<file path="config.mk">
export PLATFORM = sky130hd
export DESIGN_NAME = rtc_bus_arbiter
export DESIGN_NICKNAME = d
export VERILOG_FILES = /design/src/rtl/rtc_bus_arbiter.sv
export SDC_FILE = /design/constraint.sdc
export NUM_CORES = 1
export LEC_CHECK = 0
export CAP_MARGIN = 20
export CORE_MARGIN = 1
export CORE_UTILIZATION = 48
export CTS_CLUSTER_DIAMETER = 30
export DETAILED_ROUTE_END_ITERATION = 12
export PLACE_DENSITY = 0.84
export SKIP_CTS_REPAIR_TIMING = 1
export SYNTH_ARGS = -nofsm -noshare
export SYNTH_HDL_FRONTEND = slang
export SYNTH_SLANG_ARGS = --single-unit
</file>
<file path="constraint.sdc">
create_clock -name clk -period 2.8 [get_ports clk]
set_clock_uncertainty 0.15 [all_clocks]
set_input_delay 0.7 -clock clk [delete_from_list [all_inputs] [get_ports clk]]
set_output_delay 0.7 -clock clk [all_outputs]
set_load 0.005 [all_outputs]
</file>
<file path="src/rtl/rtc_bus_arbiter.sv">
// Arbiter and bus sequencer for the external RTC's multiplexed address/data bus.
// Shares the bus between the edit/write path and the display read sweep.
module rtc_bus_arbiter #(
  parameter int unsigned T_SETUP   = 2,
  parameter int unsigned T_STROBE  = 8,
  parameter int unsigned T_HOLD    = 2,
  parameter int unsigned T_RECOVER = 4
) (
  input  logic       clk,
  input  logic       Reset,
  input  logic       wr_req,
  input  logic [7:0] wr_addr,
  input  logic [7:0] wr_data,
  output logic       wr_ack,
  input  logic       rd_req,
  input  logic [7:0] rd_addr,
  output logic [7:0] rd_data,
  output logic       rd_valid,
  output logic       busy,
  output logic [7:0] bus_out,
  output logic       bus_oe,
  input  logic [7:0] bus_in,
  output logic       ChipSelect,
  output logic       Read,
  output logic       Write,
  output logic       AoD
);

  localparam logic [7:0] CntSetup   = 8'(T_SETUP);
  localparam logic [7:0] CntStrobe  = 8'(T_STROBE);
  localparam logic [7:0] CntHold    = 8'(T_HOLD);
  localparam logic [7:0] CntRecover = 8'(T_RECOVER);

  typedef enum logic [2:0] {
    StIdle, StASetup, StAStrobe, StAHold, StDSetup, StDStrobe, StDHold, StRecover
  } state_e;

  state_e     state_q, state_d;
  logic [7:0] cnt_q, cnt_d;
  logic       is_wr_q, is_wr_d;
  logic [7:0] addr_q, addr_d;
  logic [7:0] data_q, data_d;
  logic       last_wr_q, last_wr_d;

  logic       cs_q, cs_d;
  logic       rd_n_q, rd_n_d;
  logic       wr_n_q, wr_n_d;
  logic       aod_q, aod_d;
  logic       oe_q, oe_d;
  logic [7:0] bus_out_q, bus_out_d;
  logic       wr_ack_q, wr_ack_d;
  logic       rd_valid_q, rd_valid_d;
  logic [7:0] rd_data_q;
  logic       addr_ph, data_ph, done, capture;

  always_comb begin
    state_d   = state_q;
    cnt_d     = cnt_q;
    is_wr_d   = is_wr_q;
    addr_d    = addr_q;
    data_d    = data_q;
    last_wr_d = last_wr_q;
    if (state_q == StIdle) begin
      // On contention the requester that was not served last wins.
      if (wr_req && (!rd_req || !last_wr_q)) begin
        state_d   = StASetup;
        cnt_d     = CntSetup;
        is_wr_d   = 1'b1;
        addr_d    = wr_addr;
        data_d    = wr_data;
        last_wr_d = 1'b1;
      end else if (rd_req) begin
        state_d   = StASetup;
        cnt_d     = CntSetup;
        is_wr_d   = 1'b0;
        addr_d    = rd_addr;
        data_d    = 8'h00;
        last_wr_d = 1'b0;
      end
    end else if (cnt_q == 8'd1) begin
      unique case (state_q)
        StASetup:  begin state_d = StAStrobe; cnt_d = CntStrobe;  end
        StAStrobe: begin state_d = StAHold;   cnt_d = CntHold;    end
        StAHold:   begin state_d = StDSetup;  cnt_d = CntSetup;   end
        StDSetup:  begin state_d = StDStrobe; cnt_d = CntStrobe;  end
        StDStrobe: begin state_d = StDHold;   cnt_d = CntHold;    end
        StDHold:   begin state_d = StRecover; cnt_d = CntRecover; end
        default:   begin state_d = StIdle;    cnt_d = 8'd0;       end
      endcase
    end else begin
      cnt_d = cnt_q - 8'd1;
    end
  end

  // Pin values are decoded from the next state so every strobe leaves a flop.
  always_comb begin
    addr_ph    = (state_d == StASetup) || (state_d == StAStrobe) || (state_d == StAHold);
    data_ph    = (state_d == StDSetup) || (state_d == StDStrobe) || (state_d == StDHold);
    cs_d       = !((state_d == StAStrobe) || (state_d == StDStrobe));
    wr_n_d     = !((state_d == StAStrobe) || ((state_d == StDStrobe) && is_wr_d));
    rd_n_d     = !((state_d == StDStrobe) && !is_wr_d);
    aod_d      = !addr_ph;
    oe_d       = addr_ph || (data_ph && is_wr_d);
    bus_out_d  = addr_ph ? addr_d : ((data_ph && is_wr_d) ? data_d : 8'h00);
    done       = (state_q == StRecover) && (cnt_q == 8'd1);
    wr_ack_d   = done && is_wr_q;
    rd_valid_d = done && !is_wr_q;
    capture    = (state_q == StDStrobe) && (cnt_q == 8'd1) && !is_wr_q;
  end

  always_ff @(posedge clk or negedge Reset) begin
    if (!Reset) begin
      state_q    <= StIdle;
      cnt_q      <= 8'd0;
      is_wr_q    <= 1'b0;
      addr_q     <= 8'h00;
      data_q     <= 8'h00;
      last_wr_q  <= 1'b0;
      cs_q       <= 1'b1;
      rd_n_q     <= 1'b1;
      wr_n_q     <= 1'b1;
      aod_q      <= 1'b1;
      oe_q       <= 1'b0;
      bus_out_q  <= 8'h00;
      wr_ack_q   <= 1'b0;
      rd_valid_q <= 1'b0;
      rd_data_q  <= 8'h00;
    end else begin
      state_q    <= state_d;
      cnt_q      <= cnt_d;
      is_wr_q    <= is_wr_d;
      addr_q     <= addr_d;
      data_q     <= data_d;
      last_wr_q  <= last_wr_d;
      cs_q       <= cs_d;
      rd_n_q     <= rd_n_d;
      wr_n_q     <= wr_n_d;
      aod_q      <= aod_d;
      oe_q       <= oe_d;
      bus_out_q  <= bus_out_d;
      wr_ack_q   <= wr_ack_d;
      rd_valid_q <= rd_valid_d;
      if (capture) rd_data_q <= bus_in;
    end
  end

  assign busy       = (state_q != StIdle);
  assign ChipSelect = cs_q;
  assign Read       = rd_n_q;
  assign Write      = wr_n_q;
  assign AoD        = aod_q;
  assign bus_oe     = oe_q;
  assign bus_out    = bus_out_q;
  assign wr_ack     = wr_ack_q;
  assign rd_valid   = rd_valid_q;
  assign rd_data    = rd_data_q;

endmodule

</file>
==> implementation parameters <==
Parameter                              Value

Status
  Run status    finished clean

Synthesis
  Synthesized instance count    216
  Share of flip-flops with an asynchronous set or reset after synthesis    100%
  Cell type contributing the most total cell area after synthesis    dfrtp_1
  Fraction of post-synthesis cell area in the top cell type by area    between 50 and 60%
  Most frequently used flop master after synthesis    dfrtp_1
  Most common cell in the netlist    dfrtp_1
  Ys Warns    0
  Mapped cell area    between 2000 and 2500 um2
  Netlist cell types    44
  Flip-flop and latch count after synthesis    52
  Mean cell area of the mapped netlist    around 11 um2
  Mapped Nets    ~250
  EDFF count, synth    0
  Ranking of synthesized cells by instance count    dfrtp_1 (48), nor2_1 (25), nand2_1 (16)
  Sequential fraction of the synthesis area    between 50% and 60%
  Top cells by area in the synthesized netlist    dfrtp_1 (51%), dfstp_2 (4.5%), nor2_1 (4.0%), mux2_2 (3.8%), o32ai_1 (3.0%)

Die
  Initial core utilization    around half
  Die width    between 70 and 80 um
  IO Pins    60
  Core area    4720 um2
  Chip height    ~72 um
  Overall die area    between 5000 and 6000 um2
  FP Rows    25

Setup path
  Total buffers and inverters traversed by the critical path    2
  Crit path arrival time    around 1.7 ns
  Slowest CP cell    dfrtp_1
  Startpoint type of the worst setup path    register
  Max stage delay on crit path    between 0.6 and 0.7 ns
  Dominant delay contributor by cell family on the critical path    buffers and inverters
  Required @ worst endpoint    about 2.0 ns
  Maximum fanout along the worst path    12
  Series of cell instances along the critical path    nor3_2 -> inv_1 -> clkdlybuf4s50_1
  CP Capture Type    output port
  Startpoint-to-endpoint class of the critical path    register to output port

Timing
  Smallest hold slack    roughly 0.34 ns
  Transition time at the pin with the least slew margin    0.721 ns
  Summed negative setup slack over all endpoints    0 ns
  Final period demand of the worst path    around 2.6 ns
  Total setup violations reported at the end of the flow    0
  Final setup margin    about 0.22 ns
  Count of final hold-check violations    0
  RSZ-0062 raised after global routing    false
  Max Slew Vio Count    0
  Fmax achieved    a little under 0.4 GHz
  Period utilisation layout    between 90 and 100%
  Slew Limit Headroom    52.0%

Drt
  Sum of routed wire length over all layers    roughly 5.4 mm
  Average wire per standard cell    15.4 um
  Via-per-instance ratio    5.51
  Vias after detailed routing    1934
  Pre-antenna DRT Iters    4
  Detail Route Antenna Nets    0
  Violation count after the first detailed-routing iteration    between 150 and 200
  Number of design rule violations left after detail routing    0

Layout
  Antenna diodes    0
  Fraction of layout instances using a drive strength above 1    roughly an eighth
  Layout-stage area growth over the synthesis result    33.2%
  Nets    around 320

Power
  Static leakage power    between 1 and 1.5 nW
  Cell Pwr Density    around 1000 nW/um2
  Total power draw    between 3 and 4 mW
  Max rail drop VDD    approximately 0.46 mV

Flow run
  Max-cap violation count    0

Global route
  Largest net degree at the start of global routing    53
  Vias in the first global route    between 1500 and 2000
  Overall fraction of global-route tracks in use    between 20% and 30%
  Global-route congestion overflow total    0
  First-pass GRT wire length    approximately 9.0 mm
  Number of antenna violations at the first check in global routing    0

Clocking
  Maximum number of buffers from clock root to sink    2
  Clock tree sinks    52
  Worst-path clk slew    about 0.090 ns
  Clock insertion delay at the later pin of the skew report    ~0.30 ns
  CTS buffer count    5
  TritonCTS clock tree    yes
  H-tree depth    2
  Root buf cell    clkbuf_8

Placement
  Worst slack after detailed placement    about 0.15 ns
  Detailed-placement wirelength estimate    ~3.8 mm
  Final estimated routing congestion in global placement    a little over 0.8
  Total of buffers placed on input and output ports    a little under 60

Min path
  Kind of path behind the tightest hold check    input port to asynchronous set/reset pin
[path summary, 6_finish.rpt]
path	from	to	slack [ns]	cells after the start
worst max-delay path	state_q[0]	busy	0.22	3
worst min-delay path	Reset	cnt_q[4]	0.34	2
worst max register to register	cnt_q[1]	bus_out[1]	0.26	6
worst min register to register	is_wr_q	rd_valid	0.34	1
max in group asynchronous	Reset	last_wr_q	1.71	2
min in group clk	is_wr_q	rd_valid	0.34	1
[power breakdown]
group / leakage (nW) / total [mW] / internal (mW) / switching (mW)
Clock: 0.0445 / 0.438 / 0.201 / 0.237
Combinational: 0.689 / 1.44 / 0.717 / 0.724
Sequential: 0.616 / 1.30 / 1.09 / 0.212
Total: 1.35 / 3.18 / 2.01 / 1.17
[sequential cells by signal (all words and copies together) (netlist names)]
| register | count |
|---|---|
| AoD | 1 |
| ChipSelect | 1 |
| Read | 1 |
| Write | 1 |
| addr_q | 8 |
| bus_oe | 1 |
| bus_out | 8 |
| cnt_q | 8 |
| data_q | 8 |
| is_wr_q | 1 |
| last_wr_q | 1 |
| rd_data | 8 |
| rd_valid | 1 |
| state_q | 3 |
| wr_ack | 1 |
[placed cells by master (no fill, tap or decap), drive strengths merged, types with 8 or more instances in the layout]
cell type / synthesis / layout
clkdlybuf4s50: 0 / 58
dfrtp: 48 / 48
nor2: 26 / 26
nand2: 16 / 16
inv: 14 / 14
nor3: 10 / 10
o32ai: 9 / 9
o21ai: 9 / 9
a22oi: 8 / 8
nand3: 8 / 8
o22ai: 8 / 8
a21oi: 8 / 8
mux2: 8 / 8
buf: 3 / 8
[final cells by class]
class	instances	area, um2
tap	67	83.8
timing repair buffer	66	638
inverter	14	52.6
sequential	52	1310
fill	355	1580
clock inverter	1	7.51
clock buffer	7	86.3
multi-input combinational	144	966
[metrics by stage]
| stage | utilization [%] | instances | instance area [um2] |
|---|---|---|---|
| final | 66.5 | 351 | 3140 |
| after global placement | 64.5 | 343 | 3050 |
| after global routing | 66.5 | 351 | 3140 |
| after detailed placement | 64.5 | 343 | 3050 |
| after floorplan | - | 216 | 2360 |
| after CTS | 66.5 | 351 | 3140 |
[per-layer routing]
layer  GRT usage, %  wire (um)  vias to the layer above
met4           11.5        150                        0
met2           36.8       2610                       70
met1           29.1       2340                      937
met5              0          0                        -
li1               -          -                      912
met3           5.14        322                       15
[worst reg2reg max path, cell delays in order, from the launching register on]
cell and delay (ns):
dfrtp_1 0.41, inv_1 0.08, ha_1 0.15, nor3b_1 0.58
a21oi_1 0.17, o32ai_2 0.63, o32ai_1 0.21
[cells by family after synthesis]
logic type	share of synthesized area, %
DFF	55.4
and+or+nand+nor	16.5
adders and majority gates	1.06
AOI/OAI and AO/OA	16.5
xor gates and xnor gates	2.23
buffers and inverters	3.61
muxes	4.67
No activity file was read; power rests on OpenSTA's default activity.
